### config.mk
export PLATFORM = sky130hd
export DESIGN_NAME = intt_gs_bf_pipe
export DESIGN_NICKNAME = d
export VERILOG_FILES = /design/src/rtl/intt_gs_bf_pipe.sv
export SDC_FILE = /design/constraint.sdc
export NUM_CORES = 1
export LEC_CHECK = 0
export BUFFER_PORTS_ARGS = -buffer_cell sky130_fd_sc_hd__buf_2
export CAP_MARGIN = 25
export CORE_ASPECT_RATIO = 0.5
export CORE_MARGIN = 2
export CORE_UTILIZATION = 60
export CTS_BUF_LIST = sky130_fd_sc_hd__clkbuf_8
export DETAILED_ROUTE_END_ITERATION = 7
export PLACE_DENSITY = 0.78
export SLEW_MARGIN = 10
export SYNTH_ARGS = -nofsm -noshare
export SYNTH_HDL_FRONTEND = slang
export SYNTH_SLANG_ARGS = --single-unit
### constraint.sdc
create_clock -name clk -period 21.6 [get_ports clk]
set_input_delay 1.08 -clock clk [delete_from_list [all_inputs] [get_ports clk]]
set_output_delay 1.08 -clock clk [all_outputs]
set_load 0.05 [all_outputs]
### src/rtl/intt_gs_bf_pipe.sv
// Gentleman-Sande inverse-NTT butterfly over Z_q, four register stages.
// Streams one (a, b, w) set per cycle into sum = a+b and prod = (a-b)*w mod q.
module intt_gs_bf_pipe #(
  parameter int Q         = 3329,
  parameter int W         = 12,
  parameter int BARRETT_M = 5039,
  parameter int BARRETT_K = 24,
  parameter int TAG_W     = 8
) (
  input  logic             clk,
  input  logic             rst,
  input  logic             in_valid,
  output logic             in_ready,
  input  logic [W-1:0]     in_a,
  input  logic [W-1:0]     in_b,
  input  logic [W-1:0]     in_w,
  input  logic [TAG_W-1:0] in_tag,
  output logic             out_valid,
  input  logic             out_ready,
  output logic [W-1:0]     out_sum,
  output logic [W-1:0]     out_prod,
  output logic [TAG_W-1:0] out_tag
);

  localparam int PW = 2 * W;
  localparam int MW = PW + $clog2(BARRETT_M + 1);

  localparam logic [W:0]    QX = (W + 1)'(Q);
  localparam logic [W-1:0]  QW = W'(Q);
  localparam logic [PW-1:0] QP = PW'(Q);
  localparam logic [MW-1:0] MM = MW'(BARRETT_M);

  logic adv;

  logic             v1_q, v2_q, v3_q, v4_q;
  logic [W-1:0]     sum1_q, sum2_q, sum3_q, sum4_q;
  logic [W-1:0]     diff1_q, w1_q;
  logic [PW-1:0]    p2_q;
  logic [W:0]       r3_q;
  logic [W-1:0]     prod4_q;
  logic [TAG_W-1:0] tag1_q, tag2_q, tag3_q, tag4_q;

  logic [W-1:0]     sum1_d, diff1_d;
  logic [PW-1:0]    p2_d;
  logic [W:0]       r3_d;
  logic [W-1:0]     prod4_d;

  logic [W:0]       sum_raw, diff_raw;
  logic [MW-1:0]    pm, t_full;
  logic [PW-1:0]    tq;

  assign adv       = out_ready | ~v4_q;
  assign in_ready  = adv;
  assign out_valid = v4_q;
  assign out_sum   = sum4_q;
  assign out_prod  = prod4_q;
  assign out_tag   = tag4_q;

  always_comb begin
    sum_raw  = {1'b0, in_a} + {1'b0, in_b};
    diff_raw = {1'b0, in_a} - {1'b0, in_b};
    sum1_d   = (sum_raw >= QX) ? W'(sum_raw - QX) : W'(sum_raw);
    // borrow bit set means a < b, so fold back into [0,Q)
    diff1_d  = diff_raw[W] ? (diff_raw[W-1:0] + QW) : diff_raw[W-1:0];
  end

  always_comb begin
    p2_d = PW'(diff1_q) * PW'(w1_q);
  end

  always_comb begin
    pm     = MW'(p2_q) * MM;
    t_full = pm >> BARRETT_K;
    tq     = PW'(t_full) * QP;
    r3_d   = (W + 1)'(p2_q - tq);
  end

  always_comb begin
    prod4_d = (r3_q >= QX) ? W'(r3_q - QX) : W'(r3_q);
  end

  always_ff @(posedge clk) begin
    if (rst) begin
      v1_q    <= 1'b0;
      v2_q    <= 1'b0;
      v3_q    <= 1'b0;
      v4_q    <= 1'b0;
      sum1_q  <= '0;
      diff1_q <= '0;
      w1_q    <= '0;
      tag1_q  <= '0;
      sum2_q  <= '0;
      p2_q    <= '0;
      tag2_q  <= '0;
      sum3_q  <= '0;
      r3_q    <= '0;
      tag3_q  <= '0;
      sum4_q  <= '0;
      prod4_q <= '0;
      tag4_q  <= '0;
    end else if (adv) begin
      v1_q    <= in_valid;
      sum1_q  <= sum1_d;
      diff1_q <= diff1_d;
      w1_q    <= in_w;
      tag1_q  <= in_tag;
      v2_q    <= v1_q;
      sum2_q  <= sum1_q;
      p2_q    <= p2_d;
      tag2_q  <= tag1_q;
      v3_q    <= v2_q;
      sum3_q  <= sum2_q;
      r3_q    <= r3_d;
      tag3_q  <= tag2_q;
      v4_q    <= v3_q;
      sum4_q  <= sum3_q;
      prod4_q <= prod4_d;
      tag4_q  <= tag3_q;
    end
  end

endmodule

### Word level (Yosys, flattened, before mapping)

Index checks and enable logic that the tools add are counted.

| word-level totals | value |
|---|---|
| register bits after elaboration | 157 |
| input bits | 48 |
| output and inout bits | 34 |
| word-level logic and storage cells | 33 |

| operators by class | value |
|---|---|
| add/sub/neg operators | 6 |
| multiply operators | 3 |
| $lt $le $gt $ge | 2 |
| muxes and demuxes | 3 |
| bitwise operators | 2 |

Operators with widths:

| kind | count |
|---|---|
| $mul A24 B13 Y37 const B | 1 |
| $mux W12 | 3 |
| $ge A13 B12 Y1 const B | 2 |
| $mul A12 B12 Y24 | 1 |
| $sub A12 B12 Y12 const B | 2 |
| $add A12 B12 Y13 | 1 |
| $mul A13 B12 Y13 const B | 1 |
| $sub A12 B12 Y13 | 1 |
| $sub A13 B13 Y13 | 1 |
| $add A12 B12 Y12 const B | 1 |
| $not A1 Y1 | 1 |
| $or A1 B1 Y1 | 1 |

### Longest topological paths before layout

Gate-level depths: netlist of the first run.

| depth | value |
|---|---|
| depth after elaboration | 3 |
| depth in mapped cells | 38 |

### Least setup slack after synthesis of the first run

OpenSTA, ideal clock, no wires.

| timing | value |
|---|---|
| path kind | register to register |
| start point | register p2_q[17] |
| end point | register r3_q[12] |
| arrival time | 8.241 ns |
| required time | 21.533 ns |
| setup slack | 13.291 ns |
| stages on the path, launching flop included | 34 |
| buffers on the path | 0 |
| clock period less this slack | 8.309 ns |
| path through | dfxtp_1 > fa_1 > fa_1 > fa_1 > fa_1 > inv_1 > fa_1 > inv_1 > ha_1 > a2111o_1 > a21oi_2 > a31oi_2 > a211oi_4 > o21ai_1 > and2_1 > o31a_1 > o21a_1 > nor2_1 > xnor2_1 > ha_1 > ha_1 > ha_1 > fa_1 > inv_1 > ha_1 > a21oi_1 > o21ai_1 > a31oi_1 > xnor2_1 > xnor3_1 > xnor2_1 > xnor2_1 > nand2_1 > a21oi_2 |

| between the ends | value |
|---|---|
| word-level cells in the longest chain between the ends | 3 |

Ends and longest elaborated chain:

| what | line | text |
|---|---|---|
| start, declared | 38 | `logic [PW-1:0] p2_q;` |
| start signal, assigned | 109 | `p2_q <= p2_d;` |
| $mul A24 B13 Y37 | 72 | `pm = MW'(p2_q) * MM;` |
| $mul A13 B12 Y13 | 74 | `tq = PW'(t_full) * QP;` |
| $sub A13 B13 Y13 | 75 | `r3_d = (W + 1)'(p2_q - tq);` |
| end signal, assigned | 113 | `r3_q <= r3_d;` |
| end, declared | 39 | `logic [W:0] r3_q;` |

Every way passes these cells.
A chain may end at the register's enable or synchronous reset.

### Worst setup path after layout of the first run

| timing | value |
|---|---|
| start point | register p2_q[12] |
| end point | register r3_q[12] |

| between the ends | value |
|---|---|
| word-level cells in the longest chain between the ends | 3 |

Ends and longest elaborated chain:

| what | line |
|---|---|
| $mul A24 B13 Y37 | 72 |
| $mul A13 B12 Y13 | 74 |
| $sub A13 B13 Y13 (*) | 75 |

Mark *: on every way between the ends. The rest lies on a longest branch, timed or not.

==> reports/results.tsv, run 1 <==
stage	metric	value	unit
global_routing	first-pass GRT wire length	65200	um
synthesis	Synth Instances	2034	
final_layout	max reg flops	24	
clock_tree	CTS H-tree depth	4	
synthesis	post-synthesis register bit count	157	
synthesis	Most used DFF post-synth	dfxtp_1	
global_routing	largest net degree at the start of global routing	99	
route	Via density	5.48	
timing	unrepaired setup endpoints after global routing	false	
synthesis	mux cell area share after synthesis	0.225	%
final_layout	share of layout cells above drive strength 1	6.62	%
floorplanning	Initial Utilization	61.2	%
clock_tree	CTS buffer count	17	
worst_setup_path	crit start category	register	
job	max-cap violations	0	
clock_tree	Post-CTS Setup Bufs	0	
route	initial drt markers	813	
timing	endpoints failing setup	0	
timing	setup TNS	0	ns
worst_setup_path	Critical Path Max Stage Delay	0.64	ns
floorplanning	IO Count	82	
route	Final ANT Viol Nets	0	
clock_tree	Clock Tree Buf Depth	2	
timing	worst-margin pin slew	0.950	ns
synthesis	Post-synth EDFFs	0	
floorplanning	Core Region	29100	sq um
synthesis	Synth Area in Compound Gates	11.0	%
route	routed vias	13500	
run_status	status	finished, final reports clean	
placement	Port Buffer Count	81	
timing	FMAX	109	MHz
synthesis	Synth area leader	fa_1	
clock_tree	worst skew pair latency	0.49	ns
route	Routed wire per std cell	15.6	um
worst_setup_path	crit-path most repeated cell	fa_1	
clock_tree	CTS Hold Bufs	0	
clock_tree	Reg clk slew, reported paths	0.11	ns
synthesis	ys async rst share	0	%
timing	Hold WS	0.452	ns
clock_tree	Clock Sinks	157	
final_layout	fillers	2481	
global_routing	grt total ovfl	0	
placement	placed insts	2427	
worst_setup_path	Setup crit end kind	register	
worst_setup_path	Register-to-Register Setup Slack	12.43	ns
synthesis	largest family of logic cells by synthesized area	adder cells	
floorplanning	Die Wd	248	um
floorplanning	Die Y	126	um
route	DRT Wirelength	38300	um
floorplanning	FP Rows	44	
placement	hpwl dp	30600	um
worst_setup_path	Critical-path top delay cell	dfxtp_1	
timing	Period Utilization, post-route	42.4	%
clock_tree	clk root buf	clkbuf_8	
worst_setup_path	Reg2Reg Depth	36	
timing	Tmin final	9.17	ns
synthesis	synth unique cells	69	
timing	Relative slew margins	35.8	%
clock_tree	TritonCTS clock tree	yes	
timing	worst-case clock skew	0.0243	ns
final_layout	antenna cell count	0	
synthesis	Syn Area/Cell	8.75	sq um
synthesis	XOR/XNOR Fraction of Synth Area	4.45	%
synthesis	Warnings, synthesis	0	
synthesis	Post-Synth Simple-Gate Area	14.6	%
worst_setup_path	CP Max Fanout	8	
placement	gpl congestion	0.954	
route	Pre-antenna DRT Iters	8	
synthesis	synth top area cells	fa_1 26%, dfxtp_1 18%, ha_1 17%	
global_routing	initial antenna violation count	0	
synthesis	Adder-Cell Fraction of Synth Area	43.5	%
final_layout	register name with the most flops	p2_q	
hold_path	Hold/Removal Path Class	register to register	
clock_tree	PostCTS Resize Cnt	0	
route	Post-route DRC	0	
final_layout	biggest regs	p2_q x24, r3_q x13	
timing	final hold vios	0	
hold_path	Min-Delay Path Depth	2	
final_layout	Non-Filler Instances	2460	
synthesis	share of the synthesized area in the top cell type	26.3	%
synthesis	Post-Syn Area	17800	sq um
worst_setup_path	CP required	22.03	ns
synthesis	most frequent cell after synthesis	nand2_1	
synthesis	Syn Nets	2560	
synthesis	post-synthesis sequential area ratio	17.7	%
global_routing	number of global-route vias before repair	13600	
worst_setup_path	Data arrival, critical path	9.59	ns
global_routing	GR Util All Layers	25.9	%
synthesis	commonest cells in the synthesized netlist	365 x nand2_1, 317 x inv_1, 244 x ha_1	
final_layout	Area growth, synth to finish	5.77	%
floorplanning	Die Area	31100	sq um
final_layout	# nets final	2582	
timing	Slew Viols, Final	0	
worst_setup_path	Setup Crit Path Kind	register to register	
kinds of logic (layout without fill, tap and decap cells):
family | count (synthesis) | in the layout
buffers and inverters | 401 | 436
multiplexers | 4 | 4
AO/OA/AOI/OAI | 314 | 314
AND/OR/NAND/NOR | 592 | 592
XOR/XNOR | 88 | 88
flip-flops | 157 | 157
adder cells (fa/ha/maj) | 478 | 478
area by class of cell:
| class | instances | area, sq um | share of cell area [%] |
|---|---|---|---|
| Tap cell | 391 | 489 | 2.60 |
| Inverter | 318 | 1200 | 6.37 |
| Sequential cell | 157 | 3140 | 16.7 |
| Timing Repair Buffer | 86 | 445 | 2.37 |
| Multi-Input combinational cell | 1476 | 13100 | 69.8 |
| Clock buffer | 17 | 234 | 1.24 |
| Clock inverter | 15 | 174 | 0.924 |
per-stage QoR:
| stage | instance area [sq um] | setup WS (ns) | util [%] |
|---|---|---|---|
| floorplan | 17800 | 13.29 | - |
| global placement | 18400 | 12.68 | 63.3 |
| detailed placement | 18400 | 12.45 | 63.3 |
| CTS | 18800 | 12.41 | 64.7 |
| global route | 18800 | 11.67 | 64.7 |
| finish | 18800 | 12.43 | 64.7 |
critical path, delay by kind of cell, from the launching register on:
kind | cells | cell delay [ns]
buffers and inverters | 4 | 0.24
AOI/OAI and AO/OA | 9 | 1.66
and+or+nand+nor | 6 | 0.69
DFF | 1 | 0.64
adders and majority gates | 10 | 4.26
xor gates and xnor gates | 7 | 1.64
final timing paths:
kind	start	endpoint
max	p2_q[12]	r3_q[12]
min	sum3_q[0]	out_sum[0]
max reg2reg	p2_q[12]	r3_q[12]
min reg2reg	sum3_q[0]	out_sum[0]
routing by layer:
layer / routed length [um] / vias to the layer above / track usage [%]
met5: 0 / - / 0
met4: 740 / 0 / 6.62
met3: 2100 / 52 / 4.01
met2: 17500 / 332 / 42.4
met1: 18000 / 6553 / 36.1
li1: - / 6544 / -
cell usage in the layout, fill, tap and decap left out, types with 5 or more instances in the layout:
cell type	synthesis	final
nand2_1	365	365
inv_1	317	317
ha_1	244	244
fa_1	234	234
dfxtp_1	157	157
a21oi_1	156	156
buf_2	1	80
nor2_1	73	73
xnor2_1	55	55
and2_1	54	54
o21ai_0	35	35
xor2_1	31	31
a211oi_1	27	27
nor3_1	22	22
nand3_1	20	20
a21o_1	17	17
clkbuf_8	0	17
or3_1	13	13
o21a_1	11	11
o211ai_1	8	8
o21ai_1	8	8
nand2b_1	8	8
o21bai_1	8	8
nor2b_1	7	6
a311oi_1	6	6
a21oi_2	5	5
or4_1	5	5
inv_8	0	5
clkinv_8	0	5
buf_4	2	5
Power of run 1 is not shown: default switching activity piles up to over one toggle a cycle in this logic, so the estimate is an artifact.
==> run 2, diff against run 1 <==
- clock period: 21.6 -> 9 ns (I/O delays scaled with it)
==> run 2 against run 1 <==
Effect of this change:
- sequential cell count stayed put
- cell area is 1.7% higher
- non-clock buffer count increased by 27
- core utilization rose by 1.1 points
- maximum frequency up 6.9%
- via count rose by 0.37%
- register-to-register slack lost 12 ns
- final cell count up 1.1%
- die area did not move
- critical endpoint unchanged
- largest cell class unchanged
- highest routed layer unchanged
==> reports/results.tsv, run 2 (synthesis results as in run 1) <==
stage	metric	value	unit
clock_tree	Clock Sinks	157	
floorplanning	Die Wd	248	um
hold_path	Min-Delay Startpoint	in_w[9]	
placement	Port Buffer Count	81	
placement	gpl congestion	0.922	
worst_setup_path	Critical R2R Launch	p2_q[18]	
timing	Tmin final	8.57	ns
route	Routed wire per std cell	15.7	um
floorplanning	Initial Utilization	61.2	%
placement	placed insts	2449	
floorplanning	Die Y	126	um
final_layout	antenna cell count	0	
global_routing	largest net degree at the start of global routing	98	
final_layout	fillers	2412	
timing	FMAX	117	MHz
floorplanning	Die Area	31100	sq um
final_layout	Non-Filler Instances	2487	
clock_tree	Clock Tree Buf Depth	2	
run_status	status	finished, final reports clean	
timing	Slew Viols, Final	0	
final_layout	register name with the most flops	p2_q	
timing	endpoints failing setup	0	
final_layout	biggest regs	p2_q x24, r3_q x13	
clock_tree	clk root buf	clkbuf_8	
floorplanning	Core Region	29100	sq um
timing	Period Utilization, post-route	95.2	%
worst_setup_path	CP required	9.41	ns
clock_tree	worst skew pair latency	0.47	ns
worst_setup_path	CP Max Fanout	7	
route	Final ANT Viol Nets	0	
final_layout	max reg flops	24	
route	routed vias	13500	
worst_setup_path	Critical Path Max Stage Delay	0.58	ns
floorplanning	FP Rows	44	
final_layout	commonest cells after routing, fill and taps aside	365 x nand2_1, 316 x inv_1, 243 x ha_1	
worst_setup_path	Critical-path top delay cell	fa_1	
clock_tree	CTS buffer count	17	
worst_setup_path	beginning of the critical path	p2_q[18]	
final_layout	share of layout cells above drive strength 1	8.97	%
timing	worst-margin pin slew	0.977	ns
route	DRT Wirelength	39000	um
global_routing	initial antenna violation count	0	
global_routing	number of global-route vias before repair	13400	
timing	worst-case clock skew	0.0165	ns
floorplanning	IO Count	82	
worst_setup_path	Setup crit end kind	register	
global_routing	GR Util All Layers	26.1	%
global_routing	first-pass GRT wire length	65700	um
worst_setup_path	Data arrival, critical path	8.98	ns
route	Via density	5.44	
timing	Relative slew margins	34.9	%
clock_tree	Reg clk slew, reported paths	0.11	ns
clock_tree	TritonCTS clock tree	yes	
worst_setup_path	Register-to-Register Setup Slack	0.43	ns
job	max-cap violations	0	
timing	final hold vios	0	
placement	hpwl dp	30700	um
route	initial drt markers	809	
route	Pre-antenna DRT Iters	5	
hold_path	Hold/Removal Path Class	input pin to register	
clock_tree	CTS H-tree depth	4	
final_layout	commonest non-fill, non-tap cell in the layout	nand2_1	
worst_setup_path	Setup Crit Path Kind	register to register	
worst_setup_path	crit-path most repeated cell	fa_1	
worst_setup_path	crit start category	register	
final_layout	Area growth, synth to finish	7.57	%
global_routing	grt total ovfl	0	
final_layout	# nets final	2609	
route	Post-route DRC	0	
run 2: cell count changes in the layout (fill, tap and decap cells not counted), sizes merged:
| cell | change |
|---|---|
| bufinv | +1 |
| clkinvlp | -2 |
| clkinv | +1 |
| buf | +27 |
run 2: repair_timing:
| item | in CTS | in global routing |
|---|---|---|
| hold buffers | 0 | 0 |
| setup endpoints to repair | 0 | 3 |
| buffers inserted | 0 | 5 |
| resized for setup | 0 | 31 |
run 2: per-stage QoR:
step | instance area (sq um) | setup TNS (ns) | worst slack (ns) | utilization, % | hold WS (ns)
global placement | 18600 | 0 | 0.254 | 63.9 | 0.437
global route | 19100 | -0.0536 | -0.0409 | 65.8 | 0.173
floorplan | 17800 | 0 | 0.691 | - | 0.432
finish | 19100 | 0 | 0.429 | 65.8 | 0.205
detailed placement | 18600 | 0 | 0.0622 | 63.9 | 0.444
CTS | 19000 | 0 | 0.0247 | 65.3 | 0.176
run 2: path summary, 6_finish.rpt:
path | endpoint | cells after the start
worst min-delay path | w1_q[9] | 3
worst max-delay path | r3_q[12] | 33
worst max register to register | r3_q[12] | 33
worst min register to register | sum2_q[1] | 2
run 2: cell type report:
| cell class | instances | area, sq um | area share, % |
|---|---|---|---|
| multi-input cells | 1476 | 13200 | 69.0 |
| flip-flops and latches | 157 | 3170 | 16.6 |
| clock buffers | 17 | 234 | 1.22 |
| well taps | 391 | 489 | 2.56 |
| clock inverters | 15 | 194 | 1.01 |
| inverters | 318 | 1200 | 6.26 |
| repair buffers | 113 | 648 | 3.39 |
run 2: worst max-delay path: cells and delay by family (launching register included):
kind | cells | cell delay, ns
compound gates | 10 | 2.09
fa+ha+maj | 11 | 4.51
flops | 1 | 0.39
simple gates | 4 | 0.44
xor+xnor | 5 | 0.91
buf+inv | 3 | 0.16
run 2: layer usage:
| metal | GRT usage [%] | part of all wire [%] | vias to the layer above |
|---|---|---|---|
| met5 | 0 | 0 | - |
| met4 | 6.13 | 1.6 | 0 |
| met3 | 3.54 | 4.6 | 47 |
| met2 | 42.5 | 46 | 326 |
| met1 | 37.3 | 47 | 6555 |
| li1 | - | - | 6603 |
Power of run 2 is left out for the same reason.
